===== config.mk =====
export PLATFORM = sky130hd
export DESIGN_NAME = fp32_div_scheduler
export DESIGN_NICKNAME = d
export VERILOG_FILES = /design/src/rtl/fp32_div_scheduler.sv
export SDC_FILE = /design/constraint.sdc
export NUM_CORES = 1
export LEC_CHECK = 0
export CAP_MARGIN = 20
export CORE_AREA = 2 2 161 163
export CTS_BUF_LIST = sky130_fd_sc_hd__clkbuf_4
export DETAILED_ROUTE_END_ITERATION = 10
export DIE_AREA = 0 0 163 165
export PLACE_DENSITY = 0.62
export SYNTH_ARGS = -nofsm -noshare
export SYNTH_HDL_FRONTEND = slang
export SYNTH_SLANG_ARGS = --single-unit

===== constraint.sdc =====
create_clock -name clk -period 7 [get_ports clk]
set_input_delay 0.7 -clock clk [delete_from_list [all_inputs] [get_ports clk]]
set_output_delay 0.7 -clock clk [all_outputs]
set_load 0.05 [all_outputs]

===== src/rtl/fp32_div_scheduler.sv =====
// Round-robin front end that time-shares one fp32 SRT divider between NUM_REQ requesters.
// dbg_state encoding: 0=IDLE, 1=LOAD, 2=RUN, 3=DONE.
module fp32_div_scheduler #(
    parameter int NUM_REQ   = 4,
    parameter int DONE_FLAG = 15,
    parameter int ID_W      = $clog2(NUM_REQ)
) (
    input  logic                    clk,
    input  logic                    rst,
    input  logic [NUM_REQ-1:0]      req_valid,
    output logic [NUM_REQ-1:0]      req_ready,
    input  logic [32*NUM_REQ-1:0]   req_dividend,
    input  logic [32*NUM_REQ-1:0]   req_divisor,
    output logic                    resp_valid,
    input  logic                    resp_ready,
    output logic [31:0]             resp_quotient,
    output logic [ID_W-1:0]         resp_id,
    output logic [31:0]             div_dividend,
    output logic [31:0]             div_divisor,
    output logic                    div_rst_n,
    input  logic [5:0]              div_flag,
    input  logic [31:0]             div_quotient,
    output logic [1:0]              dbg_state,
    output logic [ID_W-1:0]         dbg_rr_ptr
);

    // Handshakes: a transfer happens on the rising edge where valid and ready are both high;
    // valid never waits on ready, and a held valid keeps its payload stable until accepted.

    localparam int SW = ID_W + 1;

    typedef enum logic [1:0] {
        S_IDLE = 2'd0,
        S_LOAD = 2'd1,
        S_RUN  = 2'd2,
        S_DONE = 2'd3
    } state_t;

    state_t            r_state;
    state_t            w_next_state;
    logic [ID_W-1:0]   r_rr_ptr;
    logic [ID_W-1:0]   w_grant_idx;
    logic [ID_W-1:0]   w_next_ptr;
    logic              w_grant_found;
    logic              w_accept;
    logic              w_flag_done;
    logic [31:0]       r_dividend;
    logic [31:0]       r_divisor;
    logic [31:0]       r_resp_quotient;
    logic [ID_W-1:0]   r_resp_id;

    // Scan from the round-robin pointer upward, wrapping at NUM_REQ-1.
    always_comb begin
        logic [SW-1:0] v_scan;
        w_grant_found = 1'b0;
        w_grant_idx   = '0;
        v_scan        = '0;
        for (int k = 0; k < NUM_REQ; k++) begin
            v_scan = {1'b0, r_rr_ptr} + SW'(k);
            if (v_scan >= SW'(NUM_REQ)) begin
                v_scan = v_scan - SW'(NUM_REQ);
            end
            if (!w_grant_found && req_valid[v_scan[ID_W-1:0]]) begin
                w_grant_found = 1'b1;
                w_grant_idx   = v_scan[ID_W-1:0];
            end
        end
    end

    always_comb begin
        w_next_ptr = w_grant_idx + ID_W'(1);
        if (w_grant_idx == ID_W'(NUM_REQ - 1)) begin
            w_next_ptr = '0;
        end
    end

    assign w_accept    = (r_state == S_IDLE) && w_grant_found;
    assign w_flag_done = (div_flag == 6'(DONE_FLAG));

    always_comb begin
        req_ready = '0;
        if (w_accept && !rst) begin
            req_ready[w_grant_idx] = 1'b1;
        end
    end

    always_ff @(posedge clk or posedge rst) begin
        if (rst) begin
            r_state <= S_IDLE;
        end else begin
            r_state <= w_next_state;
        end
    end

    always_comb begin
        w_next_state = r_state;
        case (r_state)
            S_IDLE: if (w_grant_found) w_next_state = S_LOAD;
            S_LOAD: w_next_state = S_RUN;
            S_RUN:  if (w_flag_done) w_next_state = S_DONE;
            S_DONE: if (resp_ready) w_next_state = S_IDLE;
            default: w_next_state = S_IDLE;
        endcase
    end

    // The divider output is only meaningful while its flag sits at DONE_FLAG, so capture exactly then.
    always_ff @(posedge clk or posedge rst) begin
        if (rst) begin
            r_rr_ptr        <= '0;
            r_dividend      <= '0;
            r_divisor       <= '0;
            r_resp_quotient <= '0;
            r_resp_id       <= '0;
        end else begin
            if (w_accept) begin
                r_dividend <= req_dividend[32*w_grant_idx +: 32];
                r_divisor  <= req_divisor[32*w_grant_idx +: 32];
                r_resp_id  <= w_grant_idx;
                r_rr_ptr   <= w_next_ptr;
            end
            if ((r_state == S_RUN) && w_flag_done) begin
                r_resp_quotient <= div_quotient;
            end
        end
    end

    assign resp_valid    = (r_state == S_DONE);
    assign resp_quotient = r_resp_quotient;
    assign resp_id       = r_resp_id;
    assign div_rst_n     = (r_state == S_RUN);
    assign div_dividend  = r_dividend;
    assign div_divisor   = r_divisor;
    assign dbg_state     = r_state;
    assign dbg_rr_ptr    = r_rr_ptr;

endmodule


* Yosys cells after proc, flatten, opt, wreduce, memory -nomap -nowiden *
Index checks and enable logic that the tools add are counted.

word-level totals
  register bits = 102
  input port bits = 301
  output and inout port bits = 108
  logic and storage cells = 75

operators by class
  add/subtract/negate cells = 8
  $lt $le $gt $ge = 10
  equality and inequality tests = 8
  shifts and indexed selects = 2
  muxes and demuxes = 28
  reductions and logical operators = 13

operators by type and width
  kind                                                                number
  variable part select 128 x 8 -> 32 bit                              2
  two-way mux 2 bit                                                   12
  less-than comparator 2 x 3 -> 1 bit (second input constant)         5
  greater-or-equal comparator 3 bit (second input constant)           3
  two-way mux 1 bit                                                   9
  binary-select mux 1 bit (select 2 bit)                              4
  case mux 2 bit (4 select lines)                                     1
  subtractor 2 x 1 -> 2 bit (second input constant)                   4
  logical AND 1 bit                                                   7
  adder 2 x 2 -> 3 bit (second input constant)                        2
  equality test 2 bit (second input constant)                         3
  equality test 6 x 4 -> 1 bit (second input constant)                1
  logical NOT 1 bit                                                   4
  two-way mux 4 bit                                                   1
  != test 2 x 1 -> 1 bit (second input constant)                      2
  adder 2 x 1 -> 3 bit (second input constant)                        1
  greater-or-equal comparator 2 x 3 -> 1 bit (second input constant)  1
  AND reduction 3 bit                                                 1
  adder 2 x 1 -> 2 bit (second input constant)                        1
  demux 1 bit (select 2 bit)                                          1
  equality test 2 x 1 -> 1 bit (second input constant)                1
  greater-or-equal comparator 2 x 1 -> 1 bit (second input constant)  1
  logical NOT 2 bit                                                   1
  != test 2 bit (second input constant)                               1

* Logic depth before layout (Yosys ltp) *
Gate-level depths: netlist (run 1).

  word-level depth = 19
  mapped depth = 8
  gate-level depth less buffers = 5

* Worst setup path before layout (run 1) *
Ideal clock, no wire load.

  path kind = input-to-output
  start point = input rst
  end point = output req_ready[2]
  data arrival time = 3.641 ns
  path slack = 2.659 ns
  stages = 2
  path buffers = 0
  cell sequence = inv_1 and4_1

on the way
  cells in the longest elaborated chain, start to end = 3

RTL lines
  what                                line  text
  start, declared                     9     input logic rst,
  logical NOT 1 bit (no source line)  n/a
  logical AND 1 bit                   82    if (w_accept && !rst) begin
  two-way mux 4 bit                   82
  end, declared                       11    output logic [NUM_REQ-1:0] req_ready,

No other way between the ends.

* Worst setup path in the final report (run 1) *
  start point = input req_valid[2]
  end point = output req_ready[3]

on the way
  cells in the longest elaborated chain, start to end = 17
  elaborated cells on any way between the ends = 30

RTL lines
  what                                                                                                                            line  text
  start, declared                                                                                                                 10    input logic [NUM_REQ-1:0] req_valid,
  binary-select mux 1 bit (select 2 bit)                                                                                          63    if (!w_grant_found && req_valid[v_scan[ID_W-1:0]]) begin
  two-way mux 1 bit (implied by the code)                                                                                         63
  two-way mux 1 bit                                                                                                               63
  logical NOT 1 bit                                                                                                               63
  logical AND 1 bit                                                                                                               63
  two-way mux 1 bit                                                                                                               63
  logical NOT 1 bit                                                                                                               63
  logical AND 1 bit                                                                                                               63
  two-way mux 1 bit                                                                                                               63
  logical NOT 1 bit                                                                                                               63
  logical AND 1 bit                                                                                                               63
  two-way mux 2 bit                                                                                                               63
  less-than comparator 2 x 3 -> 1 bit (implied by the code) / greater-or-equal comparator 2 x 1 -> 1 bit (equally long branches)  83    req_ready[w_grant_idx] = 1'b1;
  logical AND 1 bit (implied by the code)                                                                                         83
  two-way mux 1 bit (implied by the code)                                                                                         83
  demux 1 bit (select 2 bit)                                                                                                      83
  two-way mux 4 bit (*)                                                                                                           82

Every way passes the cells marked *; elsewhere a longest branch is shown, timed or not. The select of a mux whose other input is x is not followed.

==> impl_metrics.tcl, run 1 <==
set metrics [dict create \
    status "complete, no violations" \
    port_buffers 408 \
    cts_buffers 9 \
    fin_ws_ps 2760 \
    grt_first_pass_wirelength_um 38000 \
    yosysSeqAreaShare_pct 40.3 \
    die_x_um 163 \
    drive_gt1_share_pct 12.4 \
    cp-start-kind "input port" \
    cts_resized 0 \
    cap_violations 0 \
    hpwl_um 18500 \
    fp.dieH_um 165 \
    timing.final.crit_period_ps 4240 \
    wl_per_cell_um 19.9 \
    synth.area.top_cells "dfrtp_1 (40%), a221oi_2 (12%), mux2i_1 (10%)" \
    r2r_end "div_dividend[28]" \
    powerDensity_mw_per_mm2 404 \
    first_pass_iters 4 \
    cellLeakagePower_nw 4.21 \
    cts_root_buf "clkbuf_4" \
    setup_viol 0 \
    path_class "in2out" \
    clk_pin_slew_ps 210 \
    cts_tree "done" \
    timing.final.crit_share_pct 60.6 \
    wirelength_um 25400 \
    reg2regPathDepth 7 \
    clock_sinks 102 \
    hp-class "reg2reg" \
    final_core_util_pct 42.8 \
    pre_cts_ws_ps 2760 \
    postRouteAntennaNets 0 \
    r2r_setup_slack_ps 4200 \
    io_pins 409 \
    dieArea_mm2 0.0269 \
    drt_iter0_markers 376 \
    mostFrequentLayoutCell "clkdlybuf4s50_1" \
    cts_hold_buffers 0 \
    viasPerCell 5.02 \
    synth_top_area_cell "dfrtp_1" \
    p_total_w 0.00433 \
    num_vias 6413 \
    drv_slew 0 \
    cp_max_fo 35 \
    vdd_drop_max_v 0.000201 \
    post-cts-setup-buffers 0 \
    yosys_warnings 0 \
    grtUsageTotal_pct 18.3 \
    netlist_instances 578 \
    h-tree-depth 3 \
    hold_violations 0 \
    grt_pass1_vias 6444 \
    hold-path-cell-count 1 \
    holdPathEnd "resp_id[0]" \
    min_from "resp_id[0]" \
    yosysTopAreaCellShare_pct 40.3 \
    timing.fmax_mhz 236 \
    core_mm2 0.0250 \
    syn_avg_cell_area_um2 11.0 \
    worstSkewPairLatency_ps 490 \
    syn2layout_area_growth_pct 69.2 \
    fin_tns_setup_ps 0 \
    drcViolationCount 0 \
    fin_skew_ps 30.8 \
    rsz0062_at_grt "false" \
    yosysUniqueCellTypes 39 \
    synth_nets 883 \
    cp.required_ps 6300 \
    grt_max_degree 71 \
    num_rows 58 \
    initial_core_util_pct 25.3 \
    clk_path_buf_depth 2 \
    worstPathArrival_ps 3540 \
    gp_congestion 0.763 \
    stdcell_area_mm2 0.0107 \
    nNetsFinal 1247 \
    placed_cell_area_mm2 0.0106 \
    antenna_found_initial 1 \
    layout_common_cells "clkdlybuf4s50_1 (408), dfrtp_1 (102), nor2_1 (69)" \
    slew_headroom_pct 45.2 \
    tightest_slew_ps 821 \
    ys_ff_latch 102 \
    gr-total-overflow 0 \
    crit_path_end_kind "primary output" \
    reg2reg_from "dbg_state[0]" \
    syn_area_mm2 0.00633 \
]
## state kept, by name, summed over array words and instances (netlist names)
| name | cells |
|---|---|
| resp_quotient | 32 |
| div_divisor | 32 |
| dbg_state | 2 |
| dbg_rr_ptr | 2 |
| div_dividend | 32 |
| resp_id | 2 |
## critical path: stages
cell	delay, ps
clkdlybuf4s50_1	590
nor4_1	730
nand2b_4	630
nor3_1	120
clkdlybuf4s50_1	760
## cells in the mapped netlist
cell,n
buf_2,24
a211o_1,1
a21oi_1,5
buf_1,3
buf_12,3
inv_1,6
ha_1,4
nor2_1,69
nand2b_1,1
a21o_1,1
o22ai_1,64
a221o_1,1
a21boi_0,1
and4_1,1
o221a_2,1
o211ai_1,64
and3_1,2
or3b_1,1
o221ai_1,1
nor2b_1,4
nor4_1,1
a22oi_1,1
nor3_1,3
buf_4,7
a221oi_2,49
dfrtp_1,102
and4b_1,1
o221ai_2,1
mux2_2,33
mux2i_1,65
buf_6,6
o21ai_0,6
a221oi_1,15
nand2_1,5
a31oi_1,1
buf_8,2
clkbuf_1,21
nand4_1,1
nand3_1,1
## kinds of logic (layout without fill, tap and decap cells)
kind of cell    Yosys count  count (layout)  synth area share (%)
mux                      98              98                  16.1
simple gates             90              90                  6.02
buf+inv                  72             441                  6.99
flops                   102             102                  40.3
compound gates          212             212                  29.8
fa+ha+maj                 4               4                 0.790
other cells               0               1                     0
## report_power, final
| part | switching, W | leakage (nW) | total (W) | internal [W] |
|---|---|---|---|---|
| logic | 0.00184 | 2.93 | 0.00295 | 0.00110 |
| clock network | 0.000263 | 0.0863 | 0.000355 | 0.0000924 |
| registers | 0.000191 | 1.19 | 0.00103 | 0.000834 |
| total | 0.00230 | 4.21 | 0.00433 | 0.00203 |
## through the flow
step / hold slack [ps] / cells
2_1_floorplan: 742 / 578
3_3_place_gp: 460 / 1261
3_5_place_dp: 472 / 1261
4_1_cts: 524 / 1277
5_1_grt: 545 / 1278
6_report: 516 / 1278
## routing by layer
layer	track usage, %	share of wire, %	up-vias
met4	3.94	1.3	0
li1	-	-	3017
met5	0	0	-
met2	32.0	50	284
met1	22.0	39	3097
met3	5.98	9.5	15
## worst max-delay path by stage
stage               slack, ps            to    startpoint  cells past startpoint
detailed placement       2760  req_ready[3]  req_valid[2]                      5
global route             2650  req_ready[3]  req_valid[1]                      5
floorplan                2660  req_ready[2]           rst                      2
CTS                      2740  req_ready[3]  req_valid[1]                      5
finish                   2760  req_ready[3]  req_valid[2]                      5
global placement         2830  req_ready[3]  req_valid[2]                      5
## final cells by class
type / count / area, µm²
Clock inverter: 7 / 93.8
Inverter: 6 / 25.0
Antenna cell: 1 / 2.50
Clock buffer: 9 / 67.6
Fill cell: 2465 / 14300
Tap cell: 330 / 413
Sequential cell: 102 / 2550
Multi-Input combinational cell: 404 / 3400
Timing Repair Buffer: 419 / 4170
No activity file was read; power rests on OpenSTA's default activity.
==> inputs of run 2 (changes only) <==
CORE_AREA = 2 2 158 160   (was 2 2 161 163)
DIE_AREA = 0 0 160 162   (was 0 0 163 165)
PLACE_DENSITY = 0.64   (was 0.62)
clock period = 4.4 ns   (was 7 ns; I/O delays follow)
==> impl_metrics.tcl, run 2 (synthesized netlist as in run 1, its figures left out) <==
set metrics [dict create \
    swShare_pct 53.0 \
    post-cts-setup-buffers 0 \
    grt_max_degree 73 \
    clk_pin_slew_ps 210 \
    cp.required_ps 3960 \
    gr-total-overflow 0 \
    cts_root_buf "clkbuf_4" \
    clkPwrFrac_pct 7.8 \
    h-tree-depth 3 \
    cts_hold_buffers 0 \
    status "complete, no violations" \
    wirelength_um 26400 \
    clock_sinks 102 \
    cts_buffers 9 \
    cp_max_fo 10 \
    drt_iter0_markers 393 \
    viasPerCell 4.99 \
    clk_path_buf_depth 2 \
    drive_gt1_share_pct 12.7 \
    cts_resized 0 \
    fp.dieH_um 162 \
    placed_cell_area_mm2 0.0106 \
    grtUsageTotal_pct 19.8 \
    gp_congestion 0.789 \
    timing.fmax_mhz 309 \
    first_pass_iters 4 \
    hold_violations 0 \
    setup_viol 0 \
    postRouteAntennaNets 0 \
    pwr-share-comb_pct 68.5 \
    grt_pass1_vias 6592 \
    cts_tree "done" \
    worstPathArrival_ps 2790 \
    hpwl_um 19400 \
    cellLeakagePower_nw 4.23 \
    core_mm2 0.0241 \
    intPower_w 0.00325 \
    p_seq_share_pct 23.7 \
    tightest_slew_ps 1160 \
    port_buffers 408 \
    slew_headroom_pct 22.6 \
    grt_first_pass_wirelength_um 39900 \
    hp-class "in2async" \
    fin_tns_setup_ps 0 \
    vdd_drop_max_v 0.000339 \
    crit_path_end_kind "primary output" \
    drv_slew 0 \
    syn2layout_area_growth_pct 69.6 \
    dieArea_mm2 0.0259 \
    timing.final.crit_share_pct 73.4 \
    io_pins 409 \
    powerDensity_mw_per_mm2 643 \
    wl_per_cell_um 20.7 \
    timing.final.crit_period_ps 3230 \
    mostFrequentLayoutCell "clkdlybuf4s50_1" \
    dp.cells 1259 \
    cap_violations 0 \
    antenna_found_initial 1 \
    rsz0062_at_grt "false" \
    path_class "in2out" \
    fin_skew_ps 33.8 \
    num_vias 6375 \
    die_x_um 160 \
    cp-start-kind "input port" \
    drcViolationCount 0 \
    worstSkewPairLatency_ps 490 \
    initial_core_util_pct 26.3 \
    num_rows 57 \
    nNetsFinal 1251 \
    layout_common_cells "clkdlybuf4s50_1 (408), dfrtp_1 (102), nor2_1 (69)" \
    hold_ws_ps 278 \
    stdcell_area_mm2 0.0107 \
    stdcell_count 1277 \
    p_switching_w 0.00366 \
]
[run 2: cell types whose count changed in the layout (fill, tap and decap cells not counted)]
cell	change
buf_12	+1
clkinv_4	+1
inv_8	-3
buf_4	+3
diode_2	+1
inv_6	+2
[run 2: layout make-up]
| class | instances | area [µm²] |
|---|---|---|
| fill | 2373 | 13400 |
| timing repair buffer | 423 | 4210 |
| multi-input combinational | 404 | 3400 |
| sequential | 102 | 2550 |
| tap | 324 | 405 |
| clock inverter | 7 | 86.3 |
| clock buffer | 9 | 67.6 |
| inverter | 6 | 25.0 |
| antenna | 2 | 5.00 |
[run 2: per-stage QoR]
stage	setup WS [ps]	total power, W	utilization [%]
finish	1170	0.00691	44.6
global placement	1060	0.00638	43.9
detailed placement	1020	0.00644	43.9
CTS	1130	0.00701	44.6
floorplan	579	0.00488	-
global route	998	0.00733	44.6
[run 2: metal layers]
layer	GRT usage, %	part of all wire (%)	vias to the layer above
met4	3.81	0.98	0
met1	23.4	39	3070
met5	0	0	-
met2	35.9	52	266
li1	-	-	3025
met3	5.87	7.6	14
[run 2: worst paths after layout]
path | cells after the start | slack [ps] | to | startpoint
worst max-delay path | 5 | 1170 | req_ready[3] | req_valid[1]
worst min-delay path | 2 | 280 | dbg_rr_ptr[0] | rst
worst max register to register | 7 | 1630 | div_dividend[31] | dbg_state[0]
worst min register to register | 2 | 510 | resp_id[1] | resp_id[1]
max in group asynchronous | 3 | 3130 | div_dividend[6] | rst
min in group clk | 2 | 510 | resp_id[1] | resp_id[1]
[run 2: critical path, stage by stage]
cell	delay, ps
clkdlybuf4s50_1	610
nor4_1	670
nand2b_4	260
nor3_1	50
clkdlybuf4s50_1	750
[run 2: power by group through the flow]
stage	combinational, W	clock (W)	sequential, W
floorplan	0.00196	0	0.00292
global placement	0.00474	0	0.00164
detailed placement	0.00478	0	0.00166
CTS	0.00479	0.000583	0.00164
global route	0.00502	0.000608	0.00170
finish	0.00473	0.000540	0.00164
==> inputs of run 3 (changes only) <==
clock period = 3.1 ns   (was 4.4 ns; I/O delays follow)
==> impl_metrics.tcl, run 3 (synthesized netlist as in run 1, its figures left out) <==
set metrics [dict create \
    io_pins 409 \
    first_pass_iters 4 \
    wl_per_cell_um 20.0 \
    hold_violations 0 \
    rsz0062_at_grt "false" \
    powerDensity_mw_per_mm2 909 \
    clk_path_buf_depth 2 \
    regArea_mm2 0.00255 \
    setup_viol 0 \
    clk_pin_slew_ps 200 \
    grt_pass1_vias 6616 \
    drv_slew 0 \
    r2r_setup_slack_ps 850 \
    crit_path_end_kind "primary output" \
    gr-total-overflow 0 \
    critPathMaxStageDelay_ps 620 \
    fin_ws_ps 472 \
    viasPerCell 5.02 \
    worstPathArrival_ps 2320 \
    nNetsFinal 1254 \
    num_rows 57 \
    cellLeakagePower_nw 4.27 \
    clock_sinks 102 \
    antenna_found_initial 2 \
    cp_max_fo 31 \
    vdd_drop_max_v 0.000439 \
    drcViolationCount 0 \
    core_mm2 0.0241 \
    dp.cells 1262 \
    port_buffers 408 \
    tightest_slew_ps 833 \
    fillers 2344 \
    cts_hold_buffers 0 \
    die_x_um 160 \
    num_vias 6422 \
    initial_core_util_pct 26.3 \
    grtUsageTotal_pct 19.3 \
    fin_tns_setup_ps 0 \
    hp-class "in2async" \
    cts_root_buf "clkbuf_4" \
    layout_common_cells "clkdlybuf4s50_1 (404), dfrtp_1 (102), nor2_1 (69)" \
    grt_max_degree 72 \
    timing.final.crit_period_ps 2630 \
    cts_buffers 9 \
    fp.dieH_um 162 \
    cp.required_ps 2790 \
    path_cells "o21ai_0, a211o_4, and3_1, buf_12" \
    stdcell_count 1279 \
    gp_congestion 0.759 \
    drive_gt1_share_pct 13.4 \
    post-cts-setup-buffers 0 \
    wirelength_um 25600 \
    status "complete, no violations" \
    h-tree-depth 3 \
    cp_slowest_cell "dfrtp_1" \
    drt_iter0_markers 278 \
    mostFrequentLayoutCell "clkdlybuf4s50_1" \
    syn2layout_area_growth_pct 71.2 \
    cp-start-kind "flop" \
    slew_headroom_pct 44.5 \
    cts_tree "done" \
    grt_first_pass_wirelength_um 39300 \
    fin_skew_ps 24.0 \
    timing.fmax_mhz 381 \
    multi_input_area_mm2 0.00340 \
    cts_resized 0 \
    hpwl_um 18900 \
    cap_violations 0 \
    postRouteAntennaNets 0 \
    path_class "reg2out" \
    timing.final.crit_share_pct 84.8 \
    worstSkewPairLatency_ps 490 \
    dieArea_mm2 0.0259 \
    pre_cts_ws_ps 413 \
]
-- run 3: cell types whose count changed in the layout (fill, tap and decap cells not counted) --
cell             change
inv_4                -1
buf_12               +8
clkinvlp_4           +1
clkinv_4             +1
buf_4                -1
diode_2              -1
clkinv_8             -2
inv_8                +1
clkdlybuf4s50_1      -4
-- run 3: report_power, final --
group | internal (W) | switching, W | leakage (nW)
registers | 0.00188 | 0.000440 | 1.19
clock network | 0.000192 | 0.000562 | 0.0777
logic | 0.00261 | 0.00417 | 3.00
total | 0.00468 | 0.00517 | 4.27
-- run 3: layer usage --
| metal | global-route usage (%) | share of wire, % | vias up |
|---|---|---|---|
| met1 | 24.0 | 42 | 3085 |
| met3 | 5.59 | 7.4 | 20 |
| met5 | 0 | 0.070 | - |
| met4 | 3.77 | 1.1 | 2 |
| met2 | 33.7 | 50 | 274 |
| li1 | - | - | 3041 |
-- run 3: stage by stage --
stage / power (W) / hold WS (ps) / area [µm²] / util (%)
finish: 0.00986 / 300 / 10800 / 45.0
global route: 0.0105 / 249 / 10800 / 45.0
CTS: 0.00999 / 254 / 10800 / 45.0
detailed placement: 0.00919 / 470 / 10700 / 44.4
global placement: 0.00912 / 466 / 10700 / 44.4
floorplan: 0.00692 / 460 / 6340 / -
-- run 3: worst max-delay path, delay by kind of cell (launching register included) --
family | cells | cell delay, ps
compound gates | 2 | 740
flops | 1 | 620
simple gates | 1 | 310
buf+inv | 1 | 150
-- run 3: area by class of cell --
type	instances	share of cell area (%)
timing repair buffer	426	39.8
multi-input combinational	404	31.3
sequential	102	23.5
tap	324	3.74
clock inverter	7	0.681
clock buffer	9	0.623
inverter	6	0.242
antenna	1	0.0231
-- run 3: worst paths after layout --
path | from | end | cells past startpoint
min reg2reg | resp_id[0] | resp_id[0] | 1
max reg2reg | dbg_rr_ptr[1] | div_dividend[2] | 5
min | rst | div_divisor[13] | 3
max | dbg_rr_ptr[1] | req_ready[0] | 4
max in group asynchronous | rst | div_divisor[1] | 3
min in group clk | div_quotient[21] | resp_quotient[21] | 2
